$ cat src/rtl/store_rmw_controller_pkg.sv
// Shared store types, controller states and the word-align helper.
// Imported by store_rmw_controller and byte_lane_merge.
package store_pkg;

  typedef logic [1:0] store_type_t;

  localparam store_type_t STORE_SB  = 2'd0;
  localparam store_type_t STORE_SH  = 2'd1;
  localparam store_type_t STORE_SW  = 2'd2;
  localparam store_type_t STORE_RSV = 2'd3;

  typedef enum logic [2:0] {
    ST_IDLE    = 3'd0,
    ST_RD_REQ  = 3'd1,
    ST_RD_WAIT = 3'd2,
    ST_WR_REQ  = 3'd3,
    ST_ERR     = 3'd4
  } state_e;

  // Wide enough for any supported address width; callers cast back down.
  function automatic logic [63:0] word_align(input logic [63:0] addr);
    return {addr[63:2], 2'b00};
  endfunction

endpackage

$ cat src/rtl/store_rmw_controller_byte_lane_merge.sv
// Little-endian merge of store data into a read word (combinational).
// SB replaces one byte lane, SH one halfword by offset[1], others take the full data word.
module byte_lane_merge
  import store_pkg::*;
(
  input  logic [31:0]  i_rdata,
  input  logic [31:0]  i_data,
  input  store_type_t  i_type,
  input  logic [1:0]   i_offset,
  output logic [31:0]  o_merged
);

  always_comb begin
    o_merged = i_rdata;
    case (i_type)
      STORE_SB: o_merged[8*i_offset +: 8] = i_data[7:0];
      STORE_SH: begin
        if (i_offset[1]) o_merged[31:16] = i_data[15:0];
        else             o_merged[15:0]  = i_data[15:0];
      end
      default:  o_merged = i_data;
    endcase
  end

endmodule

$ cat src/rtl/store_rmw_controller.sv
// Read-modify-write sequencer for SB/SH stores into a word-only memory; SW writes directly.
// Optional STORE_MISALIGN_TRAP_EN traps misaligned SH/SW via an ERR state and st_misalign.
module store_rmw_controller
  import store_pkg::*;
#(
  parameter int ADDR_W = 32,
  parameter int DATA_W = 32
) (
  input  logic              clk,
  input  logic              rst_n,
  input  logic              st_valid,
  output logic              st_ready,
  input  logic [1:0]        st_type,
  input  logic [ADDR_W-1:0] st_addr,
  input  logic [DATA_W-1:0] st_data,
  output logic              st_done,
  output logic              st_busy,
  output logic              mem_req,
  output logic              mem_we,
  output logic [ADDR_W-1:0] mem_addr,
  output logic [DATA_W-1:0] mem_wdata,
  input  logic              mem_gnt,
  input  logic              mem_rvalid,
  input  logic [DATA_W-1:0] mem_rdata
`ifdef STORE_MISALIGN_TRAP_EN
  ,
  output logic              st_misalign
`endif
);

  state_e            r_state;
  logic [ADDR_W-1:0] r_addr;
  logic [DATA_W-1:0] r_data;
  store_type_t       r_type;
  logic [DATA_W-1:0] r_merged;
  logic [DATA_W-1:0] w_merged;
  logic              w_sub_word;

  assign w_sub_word = (st_type == STORE_SB) || (st_type == STORE_SH);

`ifdef STORE_MISALIGN_TRAP_EN
  logic w_misalign;
  assign w_misalign = ((st_type == STORE_SH) && st_addr[0]) ||
                      ((st_type == STORE_SW) && (st_addr[1:0] != 2'b00));
`endif

  byte_lane_merge u_merge (
    .i_rdata  (mem_rdata),
    .i_data   (r_data),
    .i_type   (r_type),
    .i_offset (r_addr[1:0]),
    .o_merged (w_merged)
  );

  always_ff @(posedge clk or negedge rst_n) begin
    if (!rst_n) begin
      r_state  <= ST_IDLE;
      r_addr   <= '0;
      r_data   <= '0;
      r_type   <= STORE_SB;
      r_merged <= '0;
    end else begin
      case (r_state)
        ST_IDLE: begin
          if (st_valid) begin
            r_addr   <= st_addr;
            r_data   <= st_data;
            r_type   <= st_type;
            // Full-word and reserved stores write the data as-is.
            r_merged <= st_data;
`ifdef STORE_MISALIGN_TRAP_EN
            if (w_misalign)      r_state <= ST_ERR;
            else
`endif
            if (w_sub_word)      r_state <= ST_RD_REQ;
            else                 r_state <= ST_WR_REQ;
          end
        end
        ST_RD_REQ: begin
          if (mem_gnt) r_state <= ST_RD_WAIT;
        end
        ST_RD_WAIT: begin
          if (mem_rvalid) begin
            r_merged <= w_merged;
            r_state  <= ST_WR_REQ;
          end
        end
        ST_WR_REQ: begin
          if (mem_gnt) r_state <= ST_IDLE;
        end
        default: r_state <= ST_IDLE;
      endcase
    end
  end

  assign st_ready  = (r_state == ST_IDLE);
  assign st_busy   = (r_state != ST_IDLE) || st_valid;
  assign mem_req   = (r_state == ST_RD_REQ) || (r_state == ST_WR_REQ);
  assign mem_we    = (r_state == ST_WR_REQ);
  assign mem_addr  = ADDR_W'(word_align(64'(r_addr)));
  assign mem_wdata = r_merged;

`ifdef STORE_MISALIGN_TRAP_EN
  assign st_misalign = (r_state == ST_ERR);
  assign st_done     = ((r_state == ST_WR_REQ) && mem_gnt) || (r_state == ST_ERR);
`else
  assign st_done     = (r_state == ST_WR_REQ) && mem_gnt;
`endif

endmodule
$ cat config.mk
export PLATFORM = sky130hd
export DESIGN_NAME = store_rmw_controller
export DESIGN_NICKNAME = d
export VERILOG_FILES = /design/src/rtl/store_rmw_controller_pkg.sv /design/src/rtl/store_rmw_controller_byte_lane_merge.sv /design/src/rtl/store_rmw_controller.sv
export SDC_FILE = /design/constraint.sdc
export NUM_CORES = 1
export LEC_CHECK = 0
export CAP_MARGIN = 20
export CELL_PAD_IN_SITES_DETAIL_PLACEMENT = 1
export CELL_PAD_IN_SITES_GLOBAL_PLACEMENT = 1
export CORE_MARGIN = 1
export CORE_UTILIZATION = 39
export CTS_BUF_LIST = sky130_fd_sc_hd__clkbuf_8
export DETAILED_ROUTE_END_ITERATION = 8
export PLACE_DENSITY = 0.87
export SLEW_MARGIN = 10
export SYNTH_ARGS = -nofsm -noshare
export SYNTH_HDL_FRONTEND = slang
export SYNTH_SLANG_ARGS = --single-unit
$ cat constraint.sdc
create_clock -name clk -period 4.3 [get_ports clk]
set_input_delay 0.43 -clock clk [delete_from_list [all_inputs] [get_ports clk]]
set_output_delay 0.43 -clock clk [all_outputs]
set_load 0.01 [all_outputs]
; ---- Word level (Yosys, flattened, before mapping)
; Index checks and enable logic that the tools add are counted.
[word_totals]
register_bits = 101
latchBits = 0
ram_bits = 0
romBits = 0
in_bits = 103
out_inout_bits = 69
word_cells = 42
n_memories = 0
[op_classes]
n_addsub = 1
n_mul = 0
div_mod_pow = 0
n_lt_le_gt_ge = 0
eq_ne = 9
n_shift = 2
n_mux = 13
bitwise = 0
reduce_logical = 12
[ops]
columns = op, n
row1 = one-hot mux 32 bit (2 select lines), 2
row2 = 2-to-1 mux 32 bit, 2
row3 = negator 5 -> 34 bit, 1
row4 = "variable shift 8 x 34 -> 32 bit, first input constant", 1
row5 = variable part select 8 x 34 -> 32 bit, 1
row6 = bitwise mux 32 bit, 1
row7 = 2-to-1 mux 16 bit, 2
row8 = 2-to-1 mux 3 bit, 4
row9 = one-hot mux 3 bit (4 select lines), 1
row10 = "equality test 3 x 2 -> 1 bit, second input constant", 2
row11 = "inequality test 2 bit, second input constant", 3
row12 = "equality test 2 x 1 -> 1 bit, second input constant", 2
row13 = logical NOT 2 bit, 2
row14 = AND reduction 4 bit, 1
row15 = "equality test 3 x 1 -> 1 bit, second input constant", 1
row16 = logical NOT 3 bit, 1
row17 = logical OR 1 bit, 3
row18 = AND reduction 3 bit, 1
row19 = nonzero test 3 bit, 1
row20 = 2-to-1 mux 2 bit, 1
row21 = "inequality test 2 x 1 -> 1 bit, second input constant", 1
row22 = AND reduction 2 bit, 1
row23 = nonzero test 2 bit, 1
row24 = logical AND 1 bit, 1

; ---- Logic depth before layout (Yosys ltp)
[depth]
word_depth = 6
depth_mapped = 9
depth_no_buf = 6

; ---- By module
; Synthesis repeated with hierarchy kept, for this count alone.
[unflattened]
hier_cells = 439
hier_area_um2 = 5611.6
[by_module_without_submodules]
columns = module, n_inst, cells_each, area_per_inst_um2, seq_area_each_um2
row1 = store_rmw_controller, 1, 299, 4611.9, 2502.4
row2 = byte_lane_merge, 1, 140, 999.7, 0.0

; ---- Worst setup path before layout
; OpenSTA, ideal clock, no wires.
[synth_path]
kind = register to register
start = reg r_addr[1]
end = reg r_merged[24] (netlist: mem_wdata[24])
setup_ns = 0.094
arrival_time_ns = 1.953
required_time_ns = 4.206
path_slack_ns = 2.253
path_stages_with_launch = 9
n_path_buf = 2
synth_period_minus_slack_ns = 2.047
cell_sequence = dfrtp_1 -> buf_2 -> inv_1 -> ha_1 -> and4bb_2 -> buf_2 -> a221oi_1 -> a211o_1 -> a211oi_1
[synth_via]
elab_chain_len = 6
elab_cells_between_ends = 8
classes_between = add/sub: 1 / shift: 2 / mux: 5
[synth_lines]
columns = element, line_no
row1 = from (decl), store_rmw_controller.sv:32  ; logic [ADDR_W-1:0] r_addr;
row2 = from (signal assigned), store_rmw_controller.sv:66  ; r_addr <= st_addr;
row3 = negator 5 -> 34 bit, store_rmw_controller_byte_lane_merge.sv:16  ; STORE_SB: o_merged[8*i_offset +: 8] = i_data[7:0];
row4 = variable part select 8 x 34 -> 32 bit / variable shift 8 x 34 -> 32 bit (equally long branches), store_rmw_controller_byte_lane_merge.sv:16
row5 = bitwise mux 32 bit, store_rmw_controller_byte_lane_merge.sv:16
row6 = one-hot mux 32 bit (2 select lines) (*), store_rmw_controller_byte_lane_merge.sv:15  ; case (i_type)
row7 = 2-to-1 mux 32 bit (*), store_rmw_controller.sv:83  ; if (mem_rvalid) begin
row8 = one-hot mux 32 bit (2 select lines) (*), store_rmw_controller.sv:63  ; case (r_state)
row9 = to (signal assigned), store_rmw_controller.sv:70  ; r_merged <= st_data;
row10 = to (signal assigned), store_rmw_controller.sv:84  ; r_merged <= w_merged;
row11 = to (decl), store_rmw_controller.sv:35  ; logic [DATA_W-1:0] r_merged;
; Every way passes the cells marked *; elsewhere a longest branch is shown, timed or not. The select of a mux whose other input is x is not followed.
; A chain may end at the register's enable or synchronous reset.

; ---- Final worst setup path
[layout_path]
start = reg r_addr[1]
end = reg r_merged[15] (netlist: mem_wdata[15])
; Same word-level chain as after synthesis.

==> impl_metrics.toml <==
[run_status]
status = "complete, no violations"

[global_routing]
gr-total-overflow = 0
grt_max_degree = 79
grt_pass1_vias = 4459
grtUsageTotal = 0.229
grt_pass1_wl_um = 23300
grt_antenna_before_repair = 0

[synthesis]
ys_seq_area_frac = 0.496
yosysMostFrequentCell = "dfrtp_1"
ys_warn_count = 0
synth_top_area_frac = 0.496
async_flop_share = 1.00
ys_ff_latch = 100
synth_top_area_cell = "dfrtp_1"
syn_inst = 447
synth_edf_count = 0
synth_commonest_cells = "dfrtp_1, mux2_2, nor3_1"
ys_top_cells_by_area = "dfrtp_1, mux2_2, a221oi_1"
synth_cell_type_count = 36
synth_ff_type = "dfrtp_1"
synth.avg_cell_area_sq_um = 11.3
syn_area_sq_um = 5050

[critical_path]
cp_slowest_cell = "dfrtp_1"
cp_top_family = "simple AND/OR/NAND/NOR gates"
path_cells = "inv_1 > ha_1 > nand2b_1 > nor4b_2 > nand2_1 > a211oi_1"
r2r_cells = 6
critPathBufInv = 1
cp-start-kind = "flip-flop"
cp_max_fo = 14
critPathMaxStageDelay_ns = 0.76
cp_data_required_time_ns = 4.58
worstReg2RegStart = "r_addr[1]$_DFFE_PN0P_"
crit_path_end_kind = "flip-flop"
critical_path_arrival_ns = 2.90
rrSetupSlack_ns = 1.68
startpoint = "r_addr[1]$_DFFE_PN0P_"
path_class = "flip-flop to flip-flop"
path_depth = 6

[timing]
finalSetupTns_ns = 0
max_freq_ghz = 0.381
min_period_ns = 2.62
slew_violations = 0
worst_slack_ns = 1.68
setup_viol = 0
finalCritPeriodShare = 0.610
rsz0062_at_grt = "no"
clock-skew-final_ns = 0.00676
tightest_slew_ns = 0.932
max_slew_margin = 0.379
finalHoldViolCount = 0

[placement]
dp_hpwl_um = 10900
place_ws_ns = 1.71
io_buffers = 169
gp_congestion = 0.832

[floorplan]
rows = 41
die_w_um = 116
fp.coreArea_sq_um = 12600
die_area_sq_um = 13400
io-pin-count = 172
die_y_um = 116
start_util = 0.400

[clocking]
ctsRootBufferMaster = "clkbuf_8"
cts.htree.levels = 3
insertion_delay_ns = 0.38
ctsHoldBuffers = 0
cts_resized = 0
post_cts_buffers = 0
clock_path_buffers = 2
numCtsBuffers = 9
cts_num_sinks = 100
clkTransAtPathRegs_ns = 0.10
cts_tree = "yes"

[drt]
drt_wl_total_um = 15100
vias = 4156
drt_iter0_drc = 129
dr.pass1.iters = 4
wire_per_inst_um = 20.1
ant_nets = 0
avgViaCountPerCell = 5.54
drc_errors = 0

[pwr]
total_power_mw = 5.22
peakVddDrop_mv = 0.343
p_leak_nw = 2.75
powerDensity_nw_per_um2 = 757

[layout]
synthToLayoutAreaGrowth_pct = 36.7
fillers = 1354
final_core_util = 0.547
antenna_cells = 0
drive_gt1_frac = 0.170
nets = 685

[min_path]
hold_path.class = "flip-flop to flip-flop"
hold-path-cell-count = 1
min_from = "r_addr[18]$_DFFE_PN0P_"

[run]
max-cap-violations = 0
==> per-layer routing <==
layer | vias to the layer above | track usage | wire, um
met5 | - | 0 | 0
li1 | 1855 | - | -
met4 | 0 | 0.0812 | 310
met1 | 2090 | 0.280 | 6150
met2 | 187 | 0.392 | 7340
met3 | 24 | 0.0591 | 1270
==> final cells by class <==
class	instances	area (sq um)	share of cell area
timing repair buffer	177	1790	0.260
clock buffer	10	138	0.0199
multi-input combinational	276	2150	0.311
tap	172	215	0.0312
inverter	9	33.8	0.00490
clock inverter	6	71.3	0.0103
sequential	100	2500	0.363
==> stage by stage <==
stage | cell area [sq um] | instances | hold WS (ns)
after floorplan | 5050 | 448 | 0.134
after global placement | 6630 | 731 | 0.485
after detailed placement | 6650 | 732 | 0.496
after CTS | 6860 | 748 | 0.245
after global routing | 6900 | 750 | 0.525
final | 6900 | 750 | 0.514
==> logic make-up after synthesis <==
group / Yosys count / share of synthesized area
AND/OR/NAND/NOR: 111 / 0.110
flip-flops: 100 / 0.496
AO/OA/AOI/OAI: 80 / 0.127
multiplexers: 74 / 0.163
buffers and inverters: 72 / 0.0811
adder cells (fa/ha/maj): 9 / 0.0223
other: 1 / 0.000743
==> worst register-to-register path, delay by kind of cell (launching register included) <==
kind                       cells  cell delay [ns]
DFF                            1             0.76
AOI/OAI and AO/OA              1             0.28
buffers and inverters          1             0.19
adders and majority gates      1             0.36
and+or+nand+nor                3             0.93
==> sequential cells by signal, indices dropped and copies added, names as in the netlist <==
name and flops:
r_data 32, r_type 2, r_addr 32, mem_wdata 32
r_state 2
==> placed cells by master, fill, tap and decap left out, types with 2 or more instances in the layout <==
cell / synthesis / final
buf_4: 33 / 6
a21oi_1: 9 / 9
nand2b_1: 4 / 4
ha_1: 9 / 9
nor3_1: 39 / 39
o211ai_1: 3 / 3
a221oi_1: 31 / 31
conb_1: 1 / 2
nor2_1: 34 / 34
nand2_1: 11 / 10
clkdlybuf4s50_1: 0 / 168
nor2b_1: 3 / 3
a211o_1: 7 / 7
dfrtp_1: 100 / 100
inv_1: 9 / 9
clkbuf_8: 0 / 10
clkinvlp_4: 0 / 2
mux2_2: 66 / 66
nor3_2: 2 / 2
nand3_1: 10 / 10
inv_6: 0 / 2
mux2i_1: 8 / 8
buf_16: 0 / 2
a211oi_1: 23 / 23
==> path summary, 6_finish.rpt <==
path / endpoint
hold reg to reg: r_addr[18]$_DFFE_PN0P_
min in group asynchronous: r_addr[6]$_DFFE_PN0P_
setup / recovery: mem_wdata[15]$_DFFE_PN0P_
setup reg to reg: mem_wdata[15]$_DFFE_PN0P_
hold / removal: r_addr[18]$_DFFE_PN0P_
max in group asynchronous: r_addr[21]$_DFFE_PN0P_
==> where the power goes <==
group          switching (mW)  total, mW  internal [mW]
sequential              0.417       1.85           1.43
combinational            1.33       2.73           1.41
clock                   0.348      0.638          0.290
total                    2.09       5.22           3.13
Power figures use the tool's default switching activity.
==> RTL change 1 (same flow settings) <==
Change the parameter `ADDR_W` from 32 to 16.
--- a/src/rtl/store_rmw_controller.sv
+++ b/src/rtl/store_rmw_controller.sv
@@ -5,3 +5,3 @@
 #(
-  parameter int ADDR_W = 32,
+  parameter int ADDR_W = 16,
   parameter int DATA_W = 32
Ports: changed (resized mem_addr and st_addr); port bits go from 172 to 140. The function was not compared with the original's and may differ.
==> RTL change 1 against the unedited design <==
Area after synthesis decreased by 14%; routed wire length down 9.5%; largest cell class unchanged; cell area fell by 15%; worst setup slack better by 120 ps; critical path depth unchanged; total power shrank 14%; sequential cell count down 16; via count shrank 9.8%.
==> RTL change 1: results (changes against the unedited design) <==
[global_routing]
grt_max_degree=48  ; was 79
grt_use_total=0.2499  ; was 0.2290
first_global_vias=4105  ; was 4459

[placement]
place_area_sq_um=5694  ; was 6653 sq um
place.gp.congestion=0.8022  ; was 0.8316
dp_hpwl_um=9836  ; was 10890 um
portBuffers=137  ; was 169

[synthesis]
ys_seq_area_frac=0.4848  ; was 0.4958
ys_top_cells_by_area=dfrtp_1, mux2_2, a221oi_1  ; unchanged
synth_common_cells=dfrtp_1, mux2_2, nor3_1, nor2_1, a221oi_1  ; was dfrtp_1, mux2_2, nor3_1, nor2_1, buf_4

[power]
peakVddDrop_mv=0.2845  ; was 0.3430 mV
leakage_uw=0.002340  ; was 0.002748 uW

[sta]
period_minus_slack_ps=2505  ; was 2623 ps
clock_skew_ps=18.16  ; was 6.760 ps

[routing]
wl_met2_um=6744  ; was 7336 um
vias=3750  ; was 4156
dr.max_layer_used=met4  ; unchanged
dr.first_iter.drc_count=156  ; was 129
wl_um=13640  ; was 15070 um

[layout]
fin_nets=604  ; was 685
drive_above_1_share=0.1598  ; was 0.1696
fillers=1199  ; was 1354

[worst_hold_path]
hold_class=input port to async pin  ; was register to register

[critical_path]
arrival_ps=2770  ; was 2900 ps
regToRegEndpoint=mem_wdata[22]$_DFFE_PN0P_  ; was mem_wdata[15]$_DFFE_PN0P_
r2r_setup_slack_ps=1790  ; was 1680 ps

[status]
status=complete, no violations  ; unchanged

[RTL change 1: changes by cell type after synthesis]
| cell | before | now |
|---|---|---|
| buf_4 | 33 | 17 |
| dfrtp_1 | 100 | 84 |
| mux2_2 | 66 | 50 |
| buf_1 | 0 | 5 |
| clkbuf_1 | 18 | 14 |
| buf_2 | 12 | 9 |
[RTL change 1: per-stage QoR]
step | std cells | hold WS (ps)
floorplan | 398 | 134.4
global placement | 637 | 422.9
detailed placement | 637 | 425.3
CTS | 653 | 32.61
global route | 653 | 38.31
finish | 653 | 17.49
[RTL change 1: worst min-delay path by stage]
stage,end,cells past startpoint
finish,mem_wdata[16]$_DFFE_PN0P_,1
floorplan,mem_wdata[0]$_DFFE_PN0P_,0
detailed placement,mem_wdata[16]$_DFFE_PN0P_,1
CTS,mem_wdata[16]$_DFFE_PN0P_,1
global route,mem_wdata[16]$_DFFE_PN0P_,1
global placement,mem_wdata[16]$_DFFE_PN0P_,1
[RTL change 1: layout make-up]
type                    instances  area, sq um  share of cell area
inverters                       9        33.78            0.005748
clock buffers                  10        137.6             0.02342
clock inverters                 6        45.04            0.007664
well taps                     140        175.2             0.02981
repair buffers                144         1421              0.2419
multi-input cells             260         1962              0.3338
flip-flops and latches         84         2102              0.3577
[RTL change 1: cell families after synthesis]
group           Yosys count  share of synthesized area
buf+inv                  54                    0.06407
compound gates           80                     0.1481
mux                      58                     0.1483
flops                    84                     0.4848
fa+ha+maj                 9                    0.02597
simple gates            111                     0.1279
other cells               1                  0.0008650
[RTL change 1: power by group through the flow]
stage	combinational [uW]	sequential (uW)	clock, uW
5_1_grt	2580	1630	585
6_report	2380	1580	541
2_1_floorplan	1490	1500	0
3_5_place_dp	2380	1580	0
3_3_place_gp	2280	1560	0
4_1_cts	2400	1570	551
[RTL change 1: routing by layer]
metal | track usage | up-vias
met5 | 0 | -
met4 | 0.1086 | 0
met3 | 0.04782 | 26
met2 | 0.4207 | 129
met1 | 0.3121 | 1915
li1 | - | 1680
[RTL change 1: worst max-delay path, stage by stage (launching register included)]
cell and delay [ps]:
dfrtp_1 690, inv_1 170, ha_1 240, or4b_4 530, o21ai_4 310, nand3_1 150, a211oi_1 300
==> RTL change 2 (config.mk and constraints unchanged) <==
Without the edit above. Re-encode `state_e` (5 states) as one-hot, 5 bits wide.
--- a/src/rtl/store_rmw_controller_pkg.sv
+++ b/src/rtl/store_rmw_controller_pkg.sv
@@ -11,8 +11,8 @@
 
-  typedef enum logic [2:0] {
-    ST_IDLE    = 3'd0,
-    ST_RD_REQ  = 3'd1,
-    ST_RD_WAIT = 3'd2,
-    ST_WR_REQ  = 3'd3,
-    ST_ERR     = 3'd4
+  typedef enum logic [4:0] {
+    ST_IDLE    = 5'b00001,
+    ST_RD_REQ  = 5'b00010,
+    ST_RD_WAIT = 5'b00100,
+    ST_WR_REQ  = 5'b01000,
+    ST_ERR     = 5'b10000
   } state_e;
Check against the original RTL: no difference found for any inputs over 4 cycles, from zero or initial values and one cycle with rst_n low; so few cycles prove little.
==> RTL change 2 against the unedited design <==
Total power rose by 0.21%; cell count rose by 5.2%; worst setup slack got worse by 450 ps; first-iteration DRC count rose by 100%; critical path depth unchanged; critical endpoint is now mem_wdata[10]$_DFFE_PN0P_; sequential cell count rose by 2; routed wire length rose by 14%; cell area rose by 5.7%; clock skew rose by 3.3 ps; area after synthesis grew 9.2%.
==> RTL change 2: results (changes against the unedited design) <==
[layout]
fillers=1454  ; was 1354
drive_above_1_share=0.1628  ; was 0.1696
fin_nets=713  ; was 685

[critical_path]
worstRegToRegCells=6  ; unchanged
r2r_setup_slack_ps=1230  ; was 1680 ps
regToRegEndpoint=mem_wdata[10]$_DFFE_PN0P_  ; was mem_wdata[15]$_DFFE_PN0P_
worst-path-max-fanout=21  ; was 14
arrival_ps=3390  ; was 2900 ps

[routing]
vias=4493  ; was 4156
dr.first_iter.drc_count=264  ; was 129
wl_met2_um=8651  ; was 7336 um
wl_per_cell_um=21.78  ; was 20.09 um
dr_wl_met3_um=1223  ; was 1271 um

[placement]
dp_hpwl_um=12070  ; was 10890 um
place.gp.congestion=0.8374  ; was 0.8316
place_area_sq_um=7057  ; was 6653 sq um

[sta]
clock_skew_ps=10.10  ; was 6.760 ps
tightest_slew_ps=1008  ; was 931.6 ps

[clock_network]
htreeDepth=3  ; unchanged

[synthesis]
ys_seq_area_frac=0.4634  ; was 0.4958
synth_compound_area_frac=0.1801  ; was 0.1272
synth.area.mux_share=0.1914  ; was 0.1631
synthXorXnorAreaFrac=0.001589  ; was 0
ys_top_cells_by_area=dfrtp_1, mux2_4, mux2_2  ; was dfrtp_1, mux2_2, a221oi_1
synth_cell_types=49  ; was 36
synthAdderAreaFrac=0.01135  ; was 0.02231
synth_common_cells=dfrtp_1, o21ai_0, mux2_4, nand2_1, buf_4  ; was dfrtp_1, mux2_2, nor3_1, nor2_1, buf_4

[global_routing]
grt_pass1_wl_um=26730  ; was 23250 um
grt_max_degree=67  ; was 79
grt_use_total=0.2429  ; was 0.2290

[status]
status=complete, no violations  ; unchanged

[power]
finalPower_uw=5232  ; was 5221 uW
leakage_uw=0.003155  ; was 0.002748 uW

[worst_hold_path]
hold_class=input port to async pin  ; was register to register

[RTL change 2: metal layers]
layer / GRT usage / up-vias
met5: 0 / -
met4: 0.1119 / 0
met3: 0.06015 / 32
met2: 0.4104 / 172
met1: 0.2901 / 2291
li1: - / 1998
[RTL change 2: kinds of logic after synthesis]
| kind of cell | after synthesis |
|---|---|
| compound gates | 144 |
| xor+xnor | 1 |
| fa+ha+maj | 5 |
| buf+inv | 73 |
| flops | 102 |
| mux | 82 |
| other cells | 1 |
| simple gates | 76 |
[RTL change 2: final cells by class]
cell class	instances	area, sq um	share of cell area
timing repair buffer	177	1777	0.2437
sequential	102	2554	0.3503
multi-input combinational	310	2524	0.3461
clock inverter	3	37.54	0.005148
clock buffer	11	151.4	0.02077
antenna	1	2.502	0.0003432
inverter	5	20.02	0.002746
tap	180	225.2	0.03089
[RTL change 2: worst max-delay path by stage]
stage / endpoint / slack, ps
global route: mem_wdata[0]$_DFFE_PN0P_ / 1070
CTS: mem_wdata[10]$_DFFE_PN0P_ / 1280
floorplan: mem_wdata[10]$_DFFE_PN0P_ / 2030
global placement: mem_wdata[8]$_DFFE_PN0P_ / 1490
detailed placement: mem_wdata[10]$_DFFE_PN0P_ / 1300
finish: mem_wdata[10]$_DFFE_PN0P_ / 1230
[RTL change 2: metrics by stage]
stage	setup WS, ps	hold WS, ps	utilization	std cells
final	1225	130.5	0.5273	789
after detailed placement	1295	479.1	0.5104	772
after global placement	1492	462.9	0.5104	772
after global routing	1071	183.3	0.5273	789
after CTS	1277	139.7	0.5240	786
after floorplan	2028	134.4	-	485
[RTL change 2: power by group]
group / internal [uW] / total (uW) / switching, uW
combinational: 1470 / 2620 / 1160
clock: 291 / 619 / 328
sequential: 1450 / 1990 / 544
[RTL change 2: critical path, cell delays in order, from the launching register on]
cell	delay, ps
dfrtp_1	990
inv_1	230
ha_1	400
nor3b_1	810
a41oi_1	220
o211a_1	160
o21ai_0	170
